**src/rtl/serial_lsu_if.sv**
```systemverilog
// serial_lsu_if: bundles the serial core-side signals and the word-wide
// memory-side signals of the serial load/store unit.
//
// Parameters: XLEN (32/64), ADDR_W (retained byte-address bits),
//             DIGIT (bits per serial cycle: 1, 2, 4 or 8).
//
// Signals (direction as seen by the LSU, i.e. the slave modport):
//   start, store, func[2:0]   in   transaction request, sampled in IDLE
//   ser_in[DIGIT]             in   address / store-data digits, LSB first
//   ser_out[DIGIT], ser_valid out  load-result digits, LSB first
//   busy, done, err           out  status; err is meaningful only with done
//   mem_addr, mem_req, mem_we, mem_be, mem_wdata   out  word-wide memory port
//   mem_rdata, mem_ack        in   memory response
//
// Memory handshake: mem_req rises when the access is presented and stays high,
// with mem_addr/mem_we/mem_be/mem_wdata held stable, until the memory returns
// mem_ack in a cycle where mem_req is high. That ack cycle completes the
// transfer (mem_rdata is taken in that same cycle) and mem_req drops on the
// following cycle. mem_ack while mem_req is low has no meaning and is ignored.
interface serial_lsu_if #(
    parameter int XLEN   = 32,
    parameter int ADDR_W = 12,
    parameter int DIGIT  = 1
);
    localparam int BE_W = XLEN / 8;
    localparam int MA_W = ADDR_W - $clog2(BE_W);

    logic             start;
    logic             store;
    logic [2:0]       func;
    logic [DIGIT-1:0] ser_in;
    logic [DIGIT-1:0] ser_out;
    logic             ser_valid;
    logic             busy;
    logic             done;
    logic             err;
    logic [MA_W-1:0]  mem_addr;
    logic             mem_req;
    logic             mem_we;
    logic [BE_W-1:0]  mem_be;
    logic [XLEN-1:0]  mem_wdata;
    logic [XLEN-1:0]  mem_rdata;
    logic             mem_ack;

    modport slave (
        input  start, store, func, ser_in, mem_rdata, mem_ack,
        output ser_out, ser_valid, busy, done, err,
               mem_addr, mem_req, mem_we, mem_be, mem_wdata
    );

    modport master (
        output start, store, func, ser_in, mem_rdata, mem_ack,
        input  ser_out, ser_valid, busy, done, err,
               mem_addr, mem_req, mem_we, mem_be, mem_wdata
    );
endinterface

```
**src/rtl/serial_lsu.sv**
```systemverilog
// serial_lsu: digit-serial load/store unit between a serial core datapath and
// a parallel word-wide data memory.
//
// A transaction shifts in a byte address (N = XLEN/DIGIT digits, LSB first),
// checks legality/alignment, shifts in store data for stores, performs one
// req/ack memory access with byte-lane steering, and for loads streams the
// sign/zero-extended result back out N digits, LSB first.
//
// Ports:
//   clk          rising-edge clock
//   rst          synchronous active-high reset
//   bus          serial_lsu_if.slave (core and memory signals)
//   dbg_state_o  current FSM state encoding (IDLE=0 .. DONE=6)
//
// All outputs are decoded from registered state; none depend combinationally
// on inputs.
module serial_lsu #(
    parameter int XLEN   = 32,
    parameter int ADDR_W = 12,
    parameter int DIGIT  = 1
) (
    input  logic               clk,
    input  logic               rst,
    serial_lsu_if.slave        bus,
    output logic [2:0]         dbg_state_o
);
    localparam int N     = XLEN / DIGIT;
    localparam int BE_W  = XLEN / 8;
    localparam int OFF_W = $clog2(BE_W);
    localparam int CNT_W = $clog2(N);
    localparam logic [CNT_W-1:0] LAST = CNT_W'(N - 1);

    typedef enum logic [2:0] {
        IDLE  = 3'd0,
        ADDR  = 3'd1,
        CHECK = 3'd2,
        DATA  = 3'd3,
        MEM   = 3'd4,
        OUT   = 3'd5,
        DONE  = 3'd6
    } state_e;

    state_e            state_q, state_d;
    logic [CNT_W-1:0]  cnt_q, cnt_d;
    // One shift register serves three roles in turn: incoming address,
    // incoming store data, and outgoing load result.
    logic [XLEN-1:0]   sh_q, sh_d;
    logic [ADDR_W-1:0] addr_q, addr_d;
    logic              store_q, store_d;
    logic [2:0]        func_q, func_d;
    logic              err_q, err_d;

    logic              illegal;
    logic              misaligned;
    logic [OFF_W-1:0]  off;
    logic [BE_W-1:0]   be;
    logic [XLEN-1:0]   wdata;
    logic [XLEN-1:0]   lval;
    logic [XLEN-1:0]   ldext;
    logic              sgn;

    assign off = addr_q[OFF_W-1:0];

    // Legality and alignment, evaluated in CHECK while sh_q still holds the
    // freshly shifted address.
    always_comb begin
        illegal    = 1'b0;
        misaligned = 1'b0;
        if (store_q) begin
            illegal = func_q[2] || ((XLEN == 32) && (func_q[1:0] == 2'b11));
        end else begin
            // 111 is not a load encoding; LD and LWU only exist on RV64.
            illegal = (func_q == 3'b111) ||
                      ((XLEN == 32) && ((func_q == 3'b011) || (func_q == 3'b110)));
        end
        case (func_q[1:0])
            2'b01:   misaligned = sh_q[0];
            2'b10:   misaligned = |sh_q[1:0];
            2'b11:   misaligned = |sh_q[2:0];
            default: misaligned = 1'b0;
        endcase
    end

    // Lane steering: byte enables, replicated store data and extended load
    // value. Accesses reaching MEM are aligned, so shifting the size mask by
    // the byte offset never runs off the top of the word.
    always_comb begin
        case (func_q[1:0])
            2'b00:   be = BE_W'(1) << off;
            2'b01:   be = BE_W'(3) << off;
            2'b10:   be = BE_W'(15) << off;
            default: be = '1;
        endcase

        wdata = sh_q;
        case (func_q[1:0])
            2'b00:   for (int i = 0; i < BE_W; i++)      wdata[i*8 +: 8]   = sh_q[7:0];
            2'b01:   for (int i = 0; i < BE_W / 2; i++)  wdata[i*16 +: 16] = sh_q[15:0];
            2'b10:   for (int i = 0; i < XLEN / 32; i++) wdata[i*32 +: 32] = sh_q[31:0];
            default: wdata = sh_q;
        endcase

        lval  = bus.mem_rdata >> {off, 3'b000};
        ldext = lval;
        sgn   = 1'b0;
        case (func_q[1:0])
            2'b00: begin
                sgn = lval[7] & ~func_q[2];
                for (int i = 8; i < XLEN; i++) ldext[i] = sgn;
            end
            2'b01: begin
                sgn = lval[15] & ~func_q[2];
                for (int i = 16; i < XLEN; i++) ldext[i] = sgn;
            end
            2'b10: begin
                sgn = lval[31] & ~func_q[2];
                for (int i = 32; i < XLEN; i++) ldext[i] = sgn;
            end
            default: ldext = lval;
        endcase
    end

    // Next-state logic.
    always_comb begin
        state_d = state_q;
        cnt_d   = cnt_q;
        sh_d    = sh_q;
        addr_d  = addr_q;
        store_d = store_q;
        func_d  = func_q;
        err_d   = err_q;
        case (state_q)
            IDLE: begin
                if (bus.start) begin
                    store_d = bus.store;
                    func_d  = bus.func;
                    err_d   = 1'b0;
                    sh_d    = {bus.ser_in, sh_q[XLEN-1:DIGIT]};
                    cnt_d   = CNT_W'(1);
                    state_d = ADDR;
                end
            end
            ADDR: begin
                sh_d = {bus.ser_in, sh_q[XLEN-1:DIGIT]};
                if (cnt_q == LAST) begin
                    cnt_d   = '0;
                    state_d = CHECK;
                end else begin
                    cnt_d = cnt_q + CNT_W'(1);
                end
            end
            CHECK: begin
                // Upper address bits beyond ADDR_W are dropped here.
                addr_d = sh_q[ADDR_W-1:0];
                if (illegal || misaligned) begin
                    err_d   = 1'b1;
                    state_d = DONE;
                end else if (store_q) begin
                    state_d = DATA;
                end else begin
                    state_d = MEM;
                end
            end
            DATA: begin
                sh_d = {bus.ser_in, sh_q[XLEN-1:DIGIT]};
                if (cnt_q == LAST) begin
                    cnt_d   = '0;
                    state_d = MEM;
                end else begin
                    cnt_d = cnt_q + CNT_W'(1);
                end
            end
            MEM: begin
                if (bus.mem_ack) begin
                    if (!store_q) begin
                        sh_d = ldext;
                    end
                    state_d = store_q ? DONE : OUT;
                end
            end
            OUT: begin
                sh_d = {{DIGIT{1'b0}}, sh_q[XLEN-1:DIGIT]};
                if (cnt_q == LAST) begin
                    cnt_d   = '0;
                    state_d = DONE;
                end else begin
                    cnt_d = cnt_q + CNT_W'(1);
                end
            end
            DONE: begin
                state_d = IDLE;
            end
            default: begin
                state_d = IDLE;
            end
        endcase
    end

    always_ff @(posedge clk) begin
        if (rst) begin
            state_q <= IDLE;
            cnt_q   <= '0;
            sh_q    <= '0;
            addr_q  <= '0;
            store_q <= 1'b0;
            func_q  <= 3'b000;
            err_q   <= 1'b0;
        end else begin
            state_q <= state_d;
            cnt_q   <= cnt_d;
            sh_q    <= sh_d;
            addr_q  <= addr_d;
            store_q <= store_d;
            func_q  <= func_d;
            err_q   <= err_d;
        end
    end

    // Outputs are decoded from the state register; memory-side values are
    // forced to zero outside MEM so the bus is quiet when no request is up.
    assign bus.busy      = (state_q != IDLE);
    assign bus.done      = (state_q == DONE);
    assign bus.err       = (state_q == DONE) && err_q;
    assign bus.mem_req   = (state_q == MEM);
    assign bus.mem_we    = (state_q == MEM) && store_q;
    assign bus.mem_be    = (state_q == MEM) ? be : '0;
    assign bus.mem_wdata = ((state_q == MEM) && store_q) ? wdata : '0;
    assign bus.mem_addr  = (state_q == MEM) ? addr_q[ADDR_W-1:OFF_W] : '0;
    assign bus.ser_valid = (state_q == OUT);
    assign bus.ser_out   = (state_q == OUT) ? sh_q[DIGIT-1:0] : '0;
    assign dbg_state_o   = state_q;
endmodule

```
**src/flat_wrapper.sv**
```systemverilog
// flat-port wrapper written by rule: the top's interface ports become plain ports
module serial_lsu_flat 
#(
    parameter int XLEN   = 32,
    parameter int ADDR_W = 12,
    parameter int DIGIT  = 1
)
  (clk, rst, dbg_state_o, bus_start, bus_store, bus_func, bus_ser_in, bus_mem_rdata, bus_mem_ack, bus_ser_out, bus_ser_valid, bus_busy, bus_done, bus_err, bus_mem_addr, bus_mem_req, bus_mem_we, bus_mem_be, bus_mem_wdata);
  serial_lsu_if #(.XLEN(XLEN), .ADDR_W(ADDR_W), .DIGIT(DIGIT)) bus_i ();
  input  logic clk;
  input  logic rst;
  output logic [2:0] dbg_state_o;
  input wire logic [$bits(bus_i.start)-1:0] bus_start;
  input wire logic [$bits(bus_i.store)-1:0] bus_store;
  input wire logic [$bits(bus_i.func)-1:0] bus_func;
  input wire logic [$bits(bus_i.ser_in)-1:0] bus_ser_in;
  input wire logic [$bits(bus_i.mem_rdata)-1:0] bus_mem_rdata;
  input wire logic [$bits(bus_i.mem_ack)-1:0] bus_mem_ack;
  output wire logic [$bits(bus_i.ser_out)-1:0] bus_ser_out;
  output wire logic [$bits(bus_i.ser_valid)-1:0] bus_ser_valid;
  output wire logic [$bits(bus_i.busy)-1:0] bus_busy;
  output wire logic [$bits(bus_i.done)-1:0] bus_done;
  output wire logic [$bits(bus_i.err)-1:0] bus_err;
  output wire logic [$bits(bus_i.mem_addr)-1:0] bus_mem_addr;
  output wire logic [$bits(bus_i.mem_req)-1:0] bus_mem_req;
  output wire logic [$bits(bus_i.mem_we)-1:0] bus_mem_we;
  output wire logic [$bits(bus_i.mem_be)-1:0] bus_mem_be;
  output wire logic [$bits(bus_i.mem_wdata)-1:0] bus_mem_wdata;
  assign bus_i.start = bus_start;
  assign bus_i.store = bus_store;
  assign bus_i.func = bus_func;
  assign bus_i.ser_in = bus_ser_in;
  assign bus_i.mem_rdata = bus_mem_rdata;
  assign bus_i.mem_ack = bus_mem_ack;
  assign bus_ser_out = bus_i.ser_out;
  assign bus_ser_valid = bus_i.ser_valid;
  assign bus_busy = bus_i.busy;
  assign bus_done = bus_i.done;
  assign bus_err = bus_i.err;
  assign bus_mem_addr = bus_i.mem_addr;
  assign bus_mem_req = bus_i.mem_req;
  assign bus_mem_we = bus_i.mem_we;
  assign bus_mem_be = bus_i.mem_be;
  assign bus_mem_wdata = bus_i.mem_wdata;
  serial_lsu #(.XLEN(XLEN), .ADDR_W(ADDR_W), .DIGIT(DIGIT)) u_core (.clk(clk), .rst(rst), .bus(bus_i), .dbg_state_o(dbg_state_o));
endmodule
```
**config.mk**
```make
export PLATFORM = sky130hd
export DESIGN_NAME = serial_lsu_flat
export DESIGN_NICKNAME = d
export VERILOG_FILES = /design/src/rtl/serial_lsu_if.sv /design/src/rtl/serial_lsu.sv /design/src/flat_wrapper.sv
export SDC_FILE = /design/constraint.sdc
export NUM_CORES = 1
export LEC_CHECK = 0
export ABC_CLOCK_PERIOD_IN_PS = 2400
export CAP_MARGIN = 20
export CORE_ASPECT_RATIO = 0.9
export CORE_MARGIN = 5
export CORE_UTILIZATION = 40
export DETAILED_ROUTE_END_ITERATION = 10
export PLACE_DENSITY = 0.69
export SYNTH_ARGS = -nofsm -noshare
export SYNTH_HDL_FRONTEND = slang
export SYNTH_SLANG_ARGS = --single-unit
```
**constraint.sdc**
```tcl
create_clock -name clk -period 2.4 [get_ports clk]
set_input_delay 0.48 -clock clk [delete_from_list [all_inputs] [get_ports clk]]
set_output_delay 0.48 -clock clk [all_outputs]
set_load 0.02 [all_outputs]
```
# ---- After elaboration in Yosys (flattened, before gate mapping)
# Cells that the tools add are included.
dict set report classes {
  mux 29
  reduce_logical 21
  bitwise 3
  eq_ne 20
  n_shift 4
  add_sub_neg 1
}
# cell count
set op_table {}
lappend op_table {{2-to-1 mux 32 bit} 4}
lappend op_table {{one-hot mux 32 bit (4 select lines)} 1}
lappend op_table {{one-hot mux 32 bit (2 select lines)} 1}
lappend op_table {{one-hot mux 16 bit (2 select lines)} 1}
lappend op_table {{right shift 32 x 5 -> 32 bit} 1}
lappend op_table {{2-to-1 mux 3 bit} 7}
lappend op_table {{one-hot mux 3 bit (6 select lines)} 1}
lappend op_table {{equality test 3 bit, second input constant} 5}
lappend op_table {{one-hot mux 4 bit (3 select lines)} 1}
lappend op_table {{2-to-1 mux 10 bit} 1}
lappend op_table {{2-to-1 mux 5 bit} 2}
lappend op_table {{one-hot mux 5 bit (2 select lines)} 1}
lappend op_table {{equality test 3 x 2 -> 1 bit, second input constant} 3}
lappend op_table {{2-to-1 mux 8 bit} 1}
lappend op_table {{!= test 2 x 1 -> 1 bit, second input constant} 4}
lappend op_table {{!= test 2 bit, second input constant} 3}
lappend op_table {{OR reduction 3 bit} 2}
lappend op_table {{adder 5 x 1 -> 5 bit, second input constant} 1}
lappend op_table {{equality test 5 bit, second input constant} 1}
lappend op_table {{AND reduction 5 bit} 1}
lappend op_table {{equality test 2 bit, second input constant} 2}
lappend op_table {{logical OR 1 bit} 4}
lappend op_table {{2-to-1 mux 1 bit} 4}
lappend op_table {{2-to-1 mux 4 bit} 1}
lappend op_table {{other kinds (20)} 25}
dict set report totals {
  register_bits 57
  word_cells 85
}

# ---- Depth between registers and ports, before layout
dict set report depth {
  depth_word 7
  depth_mapped 9
  depth_no_buf 7
}

# ---- Worst setup path after synthesis
# Ideal clock, no wire load.
dict set report synth_path {
  path_type {flip-flop to output port}
  startpoint {register u_core.func_q[1]}
  endpoint {output port bus_mem_wdata[31]}
  arrival_time_ps 2108
  required_time_ps 1920
  path_buffers 2
  stages_incl_launch_ff 8
  path_slack_ps -188
  path_cell_list {dfxtp_1 clkbuf_1 inv_1 ha_1 clkbuf_1 nor2_2 nand2_1 a31oi_1}
}
dict set report synth_between {
  elab_chain_cells 3
}
# item line
set synth_rtl {}
lappend synth_rtl {{start: declaration} serial_lsu.sv:50} ;# logic [2:0] func_q, func_d;
lappend synth_rtl {{start signal: assignment} serial_lsu.sv:214} ;# func_q <= func_d;
lappend synth_rtl {{equality test 2 x 1 -> 1 bit or zero test 2 bit (tied branches)} serial_lsu.sv:96} ;# case (func_q[1:0])
lappend synth_rtl {{one-hot mux 32 bit (2 select lines) *} serial_lsu.sv:96}
lappend synth_rtl {{2-to-1 mux 32 bit *} serial_lsu.sv:227} ;# assign bus.mem_wdata = ((state_q == MEM) && store_q) ? wdata : '0;
lappend synth_rtl {{end: declaration} flat_wrapper.sv:28} ;# output wire logic [$bits(bus_i.mem_wdata)-1:0] bus_mem_wdata;
# Mark *: on every way between the ends. The rest lies on a longest branch, timed or not.

# ---- Worst setup path in the final report
dict set report layout_path {
  startpoint {register u_core.func_q[1]}
  endpoint {output port bus_mem_be[2]}
}
dict set report layout_between {
  elab_chain_cells 3
}
# item line
set layout_rtl {}
lappend layout_rtl {{equality test 2 bit (tied with other cells)} --}
lappend layout_rtl {{one-hot mux 4 bit (3 select lines) *} serial_lsu.sv:88} ;# case (func_q[1:0])
lappend layout_rtl {{2-to-1 mux 4 bit *} serial_lsu.sv:226} ;# assign bus.mem_be = (state_q == MEM) ? be : '0;
lappend layout_rtl {{end: declaration} flat_wrapper.sv:27} ;# output wire logic [$bits(bus_i.mem_be)-1:0] bus_mem_be;
# Marked as above.

==> flow_metrics.env <==
export IMPL_nets=631
export IMPL_status="completed"
export IMPL_worstSkewPairLatency_ns=0.35
export IMPL_cts_root_buf="clkbuf_8"
export IMPL_synth_top_area_cell="dfxtp_1"
export IMPL_die_h_um=103
export IMPL_holdWs_ns=0.452
export IMPL_die_area_sq_um=11600
export IMPL_hp_class="reg -> reg"
export IMPL_route_detailed_drc=0
export IMPL_crit_path_frequent_cell="nor2_1"
export IMPL_fin_crit_ns=2.34
export IMPL_ys_ff_latch=57
export IMPL_cts_tree="done"
export IMPL_p_clk_frac=0.236
export IMPL_min_path_cells=2
export IMPL_core_region_area_sq_um=9210
export IMPL_crit_path_cell_trace="buf_4 > ha_2 > nor2_2 > nor2_1 > a211oi_1 > nor2_1 > dlygate4sd2_1"
export IMPL_drv_cap=0
export IMPL_reg2reg_depth=5
export IMPL_crit_type="reg -> out"
export IMPL_peakVddDrop_mv=0.460
export IMPL_p_int_mw=2.51
export IMPL_cts_sinks=57
export IMPL_syn_area_per_cell_sq_um=7.84
export IMPL_grt_pass1_wl_um=20900
export IMPL_synth_common_cells="83 x nand2_1, 57 x dfxtp_1, 37 x a21oi_1"
export IMPL_start_util=0.415
export IMPL_async_flop_share=0
export IMPL_port_buffers=96
export IMPL_stdcell_area_sq_um=5200
export IMPL_clock_path_buffers=2
export IMPL_cp_top_family="buffers and inverters"
export IMPL_antenna_found_initial=0
export IMPL_min_period_over_period=0.977
export IMPL_place_area_sq_um=5030
export IMPL_place_gp_congestion=0.957
export IMPL_final_max_slew_viol_count=0
export IMPL_synth_cell_type_count=48
export IMPL_relSlewSlack=0.348
export IMPL_place_inst=693
export IMPL_sw_frac_of_total=0.409
export IMPL_grt_overflow=0
export IMPL_cpPeakStageDelay_ns=0.32
export IMPL_clk_pin_slew_ns=0.07
export IMPL_synth_top_area_frac=0.299
export IMPL_worst_path_max_fanout=11
export IMPL_dpl_hpwl_um=9920
export IMPL_required_ns=1.92
export IMPL_viasPerCell=5.95
export IMPL_first_pass_iters=5
export IMPL_synth_fp_nets=535
export IMPL_pwr_share_seq=0.353
export IMPL_synth_edf_count=0
export IMPL_area_delta_synth_final_pct=36.3
export IMPL_yosysWarnings=0
export IMPL_hold_viol=0
export IMPL_wl_per_cell_um=19.0
export IMPL_grt_max_degree=35
export IMPL_seq_area_frac_synth=0.299
export IMPL_wl_um=13500
export IMPL_p_switching_mw=1.74
export IMPL_fmax_mhz=426
export IMPL_cp_depth=7
export IMPL_synthFlopType="dfxtp_1"
export IMPL_grt_pass1_vias=4008
export IMPL_synth_most_common_cell="nand2_1"
export IMPL_cp_num_buf_inv=2
export IMPL_wl_met1_um=5760
export IMPL_die_width_um=113
export IMPL_htree_levels=3
export IMPL_rows=33
export IMPL_drive_above_1_share=0.211
export IMPL_met3_length_um=1230
export IMPL_total_leakage_power_nw=1.93
export IMPL_finClkSkew_ns=0.00620
export IMPL_critPathCaptureType="output pin"
export IMPL_r2r_setup_slack_ns=0.19
export IMPL_num_vias=4221
export IMPL_grt_total_usage=0.229
export IMPL_ant_nets=0
export IMPL_cts_hold_buffers=0
export IMPL_setup_viol=0
export IMPL_synthTopCellsByArea="dfxtp_1 30%, nand2_1 8.2%, mux2i_1 5.0%"
export IMPL_ios=97
export IMPL_diodes=0
export IMPL_p_comb_frac=0.411
export IMPL_worst_slew_pin_slew_ns=0.978
export IMPL_cpMaxStageDelayCell="dlygate4sd2_1"
export IMPL_start_kind="flip-flop"
export IMPL_final_instance_count_excl_fill=710
export IMPL_syn_area_sq_um=3820
export IMPL_cp_arrival_ns=1.86
export IMPL_synthesis_instances=487
export IMPL_highest_layer="met4"
export IMPL_fillers=868
export IMPL_drt_iter0_drc=404
export IMPL_cts_buffers=9
export IMPL_power_density_nw_per_um2=815
export IMPL_wl_met2_um=6200
cell type report:
type / instances / area, sq um / area share
Timing Repair Buffer: 129 / 1130 / 0.218
Multi-Input combinational cell: 376 / 2510 / 0.483
Tap cell: 122 / 153 / 0.0293
Inverter: 10 / 45.0 / 0.00865
Sequential cell: 57 / 1140 / 0.220
Clock buffer: 9 / 124 / 0.0238
Clock inverter: 7 / 95.1 / 0.0183
placed cells by master, fill, tap and decap left out, drive strengths merged, types with 5 or more instances in the layout:
cell / netlist / routed
a21oi: 37 / 37
nand2: 83 / 83
mux2i: 19 / 19
inv: 9 / 7
clkdlybuf4s50: 0 / 45
dfxtp: 57 / 57
clkbuf: 28 / 22
clkdlybuf4s15: 0 / 8
dlygate4sd2: 0 / 24
ha: 7 / 7
clkinv: 1 / 5
a31oi: 9 / 9
nor3: 36 / 36
o211ai: 7 / 7
a311oi: 24 / 24
mux2: 15 / 15
nor2: 30 / 30
o21ai: 8 / 8
and2: 19 / 19
nand2b: 5 / 5
a22oi: 24 / 24
a211oi: 12 / 12
buf: 16 / 37
o2bb2ai: 8 / 8
metal layers:
| metal | vias up | GRT usage |
|---|---|---|
| met3 | 29 | 0.0593 |
| met1 | 2003 | 0.299 |
| met2 | 211 | 0.375 |
| met4 | 0 | 0.0712 |
| met5 | - | 0 |
| li1 | 1978 | - |
logic make-up after synthesis:
logic type               synth area share
AO/OA/AOI/OAI                       0.270
adder cells (fa/ha/maj)            0.0229
buffers and inverters              0.0623
flip-flops                          0.299
multiplexers                       0.0999
AND/OR/NAND/NOR                     0.246
worst reg2reg max path, delay by kind of cell (launching register included):
| family | cells | cell delay, ns |
|---|---|---|
| flip-flops | 1 | 0.45 |
| buffers and inverters | 1 | 0.29 |
| AO/OA/AOI/OAI | 3 | 1.07 |
| multiplexers | 1 | 0.22 |
path summary, 6_finish.rpt:
kind,startpoint,endpoint
worst max-delay path,u_core.func_q[1],bus_mem_be[2]
worst min register to register,u_core.addr_q[7],u_core.addr_q[7]
worst max register to register,u_core.addr_q[0],u_core.sh_q[29]
worst min-delay path,u_core.addr_q[7],u_core.addr_q[7]
per-stage QoR:
stage | utilization | TNS, ns | total power, mW | setup slack [ns]
after floorplan | - | 0 | 2.54 | 0.0114
after global placement | 0.547 | 0 | 3.13 | 0.0745
after global routing | 0.565 | -0.0257 | 4.48 | -0.0257
final | 0.565 | 0 | 4.24 | 0.0553
after detailed placement | 0.547 | -0.0780 | 3.18 | -0.0235
after CTS | 0.567 | 0 | 4.20 | 0.00436
state kept, by name, summed over array words and instances (netlist names):
register            flops
u_core.sh_q            32
u_core.dbg_state_o      3
u_core.store_q          1
u_core.func_q           3
u_core.addr_q          12
u_core.cnt_q            5
u_core.err_q            1
repair_timing:
action	CTS	global route
gates resized for setup	65	52
setup buffers	0	1
pin swaps	0	2
endpoints found under the setup margin	48	38
power groups by stage:
stage               Combinational [mW]  Clock (mW)  Sequential (mW)
CTS                               1.70        1.02             1.48
global route                      1.90        1.06             1.52
floorplan                         1.16           0             1.38
global placement                  1.64           0             1.49
detailed placement                1.68           0             1.50
finish                            1.75        1.00             1.50
No activity file was read; power rests on OpenSTA's default activity.
==> patch, RTL diff (same settings) <==
Remove the case item `2'b01` of the case on `func_q[1:0]`.
--- a/src/rtl/serial_lsu.sv
+++ b/src/rtl/serial_lsu.sv
@@ -89,3 +89,2 @@
             2'b00:   be = BE_W'(1) << off;
-            2'b01:   be = BE_W'(3) << off;
             2'b10:   be = BE_W'(15) << off;
Formal check against the unedited RTL: same outputs for any inputs over 10 cycles, from zero or initial values and one cycle with rst high; that may be too few to reach the edited logic, so the function may still have changed.
==> patch against the unedited design <==
  * Cell count down 1.1%
  * Final area shrank 3.3%
  * Via count is 1.8% lower
  * Critical path type unchanged
  * Hold slack got worse by 0.0025 ns
  * Sequential share of layout area increased by 0.73 points
  * Die area shrank 0.44%
  * Worst setup slack improved by 0.037 ns
  * Area after synthesis is 0.49% lower
  * Power is 22% higher
  * Global-route usage shrank 0.86 points
  * Routed wire length decreased by 3.5%
  * Sequential cell count stayed put
==> patch: results (changes against the unedited design) <==
| Metric | Value |
|---|---|
| Tmin final | 2.308 ns (was 2.345 ns) |
| Routing usage on met3 | 0.06217 (was 0.05927) |
| GRT Total Usage | 0.2204 (was 0.2290) |
| Final setup skew | 0.009361 ns (was 0.006204 ns) |
| Vias/cell | 5.907 (was 5.945) |
| R2r startpoint | u_core.dbg_state_o[2]$_SDFFE_PP0P_ (was u_core.addr_q[0]$_SDFFE_PP0P_) |
| WL met3 | 1.226 mm (was 1.234 mm) |
| Pin count of the biggest net entering global routing | 46 (was 35) |
| Vias in the first global route | 3,856 (was 4,008) |
| Non-clock buffer count in the final layout | 127 (was 129) |
| Crit-path max FO | 25 (was 11) |
| Post-synth top cells | nand2_1, dfxtp_1, a21oi_1 (unchanged) |
| Pre-CTS WS | 0.07183 ns (was -0.02352 ns) |
| Routability cong. | 0.8953 (was 0.9569) |
| Outcome | finished, final reports clean (unchanged) |
| Post-CTS resize count | 59 (was 65) |
| Hpwl dp | 9.593 mm (was 9.920 mm) |
| Worst Max-Slew Pin Slew | 0.5792 ns (was 0.9784 ns) |
| Syn Nets | 530 (was 535) |
| Buffering overhead | 0.2144 (was 0.2175) |
| Register-to-Register Setup Slack | 0.33 ns (was 0.19 ns) |
| Peak VDD IR | 570.7 uV (was 460.2 uV) |
| Worst reg2reg endpoint | u_core.sh_q[26]$_SDFFE_PP0P_ (was u_core.sh_q[29]$_SDFFE_PP0P_) |
| Crit path to | bus_mem_we (was bus_mem_be[2]) |
| Synth cell types | 46 (was 48) |
| Synth area leaders | dfxtp_1, mux2i_1, nand2_1 (was dfxtp_1, nand2_1, mux2i_1) |
| First-pass GRT wire length | 20.33 mm (was 20.89 mm) |
| Sw power | 2.226 mW (was 1.736 mW) |
| Met1 Usage GRT | 0.3018 (was 0.2986) |
| CLK BUF | 10 (was 9) |
| Sequential-to-total area share from yosys stat | 0.3003 (was 0.2988) |
| Register area | 1142 um2 (was 1144 um2) |
| Initial drt markers | 311 (was 404) |
| FILL cells | 907 (was 868) |
| Clk cell area share | 0.04178 (was 0.04207) |
## patch: stage by stage
stage                     hold slack [ns]  instances
after global placement             0.4401        686
after floorplan                    0.4317        487
final                              0.4495        702
after CTS                          0.4526        702
after detailed placement           0.4431        686
after global routing               0.4756        702
## patch: cell families (layout without fill, tap and decap cells)
logic type | count (synthesis) | in the layout | share of synthesized area
and+or+nand+nor | 204 | 204 | 0.2628
AOI/OAI and AO/OA | 127 | 127 | 0.2486
DFF | 57 | 57 | 0.3003
buffers and inverters | 55 | 148 | 0.06289
muxes | 42 | 42 | 0.1189
adders and majority gates | 2 | 2 | 0.006584
## patch: power by group through the flow
stage | clock network, mW | registers (mW) | logic (mW)
6_report | 0.976 | 1.68 | 2.53
5_1_grt | 1.04 | 1.71 | 2.76
4_1_cts | 0.984 | 1.66 | 2.51
3_5_place_dp | 0 | 1.68 | 2.51
3_3_place_gp | 0 | 1.67 | 2.46
2_1_floorplan | 0 | 1.56 | 1.65
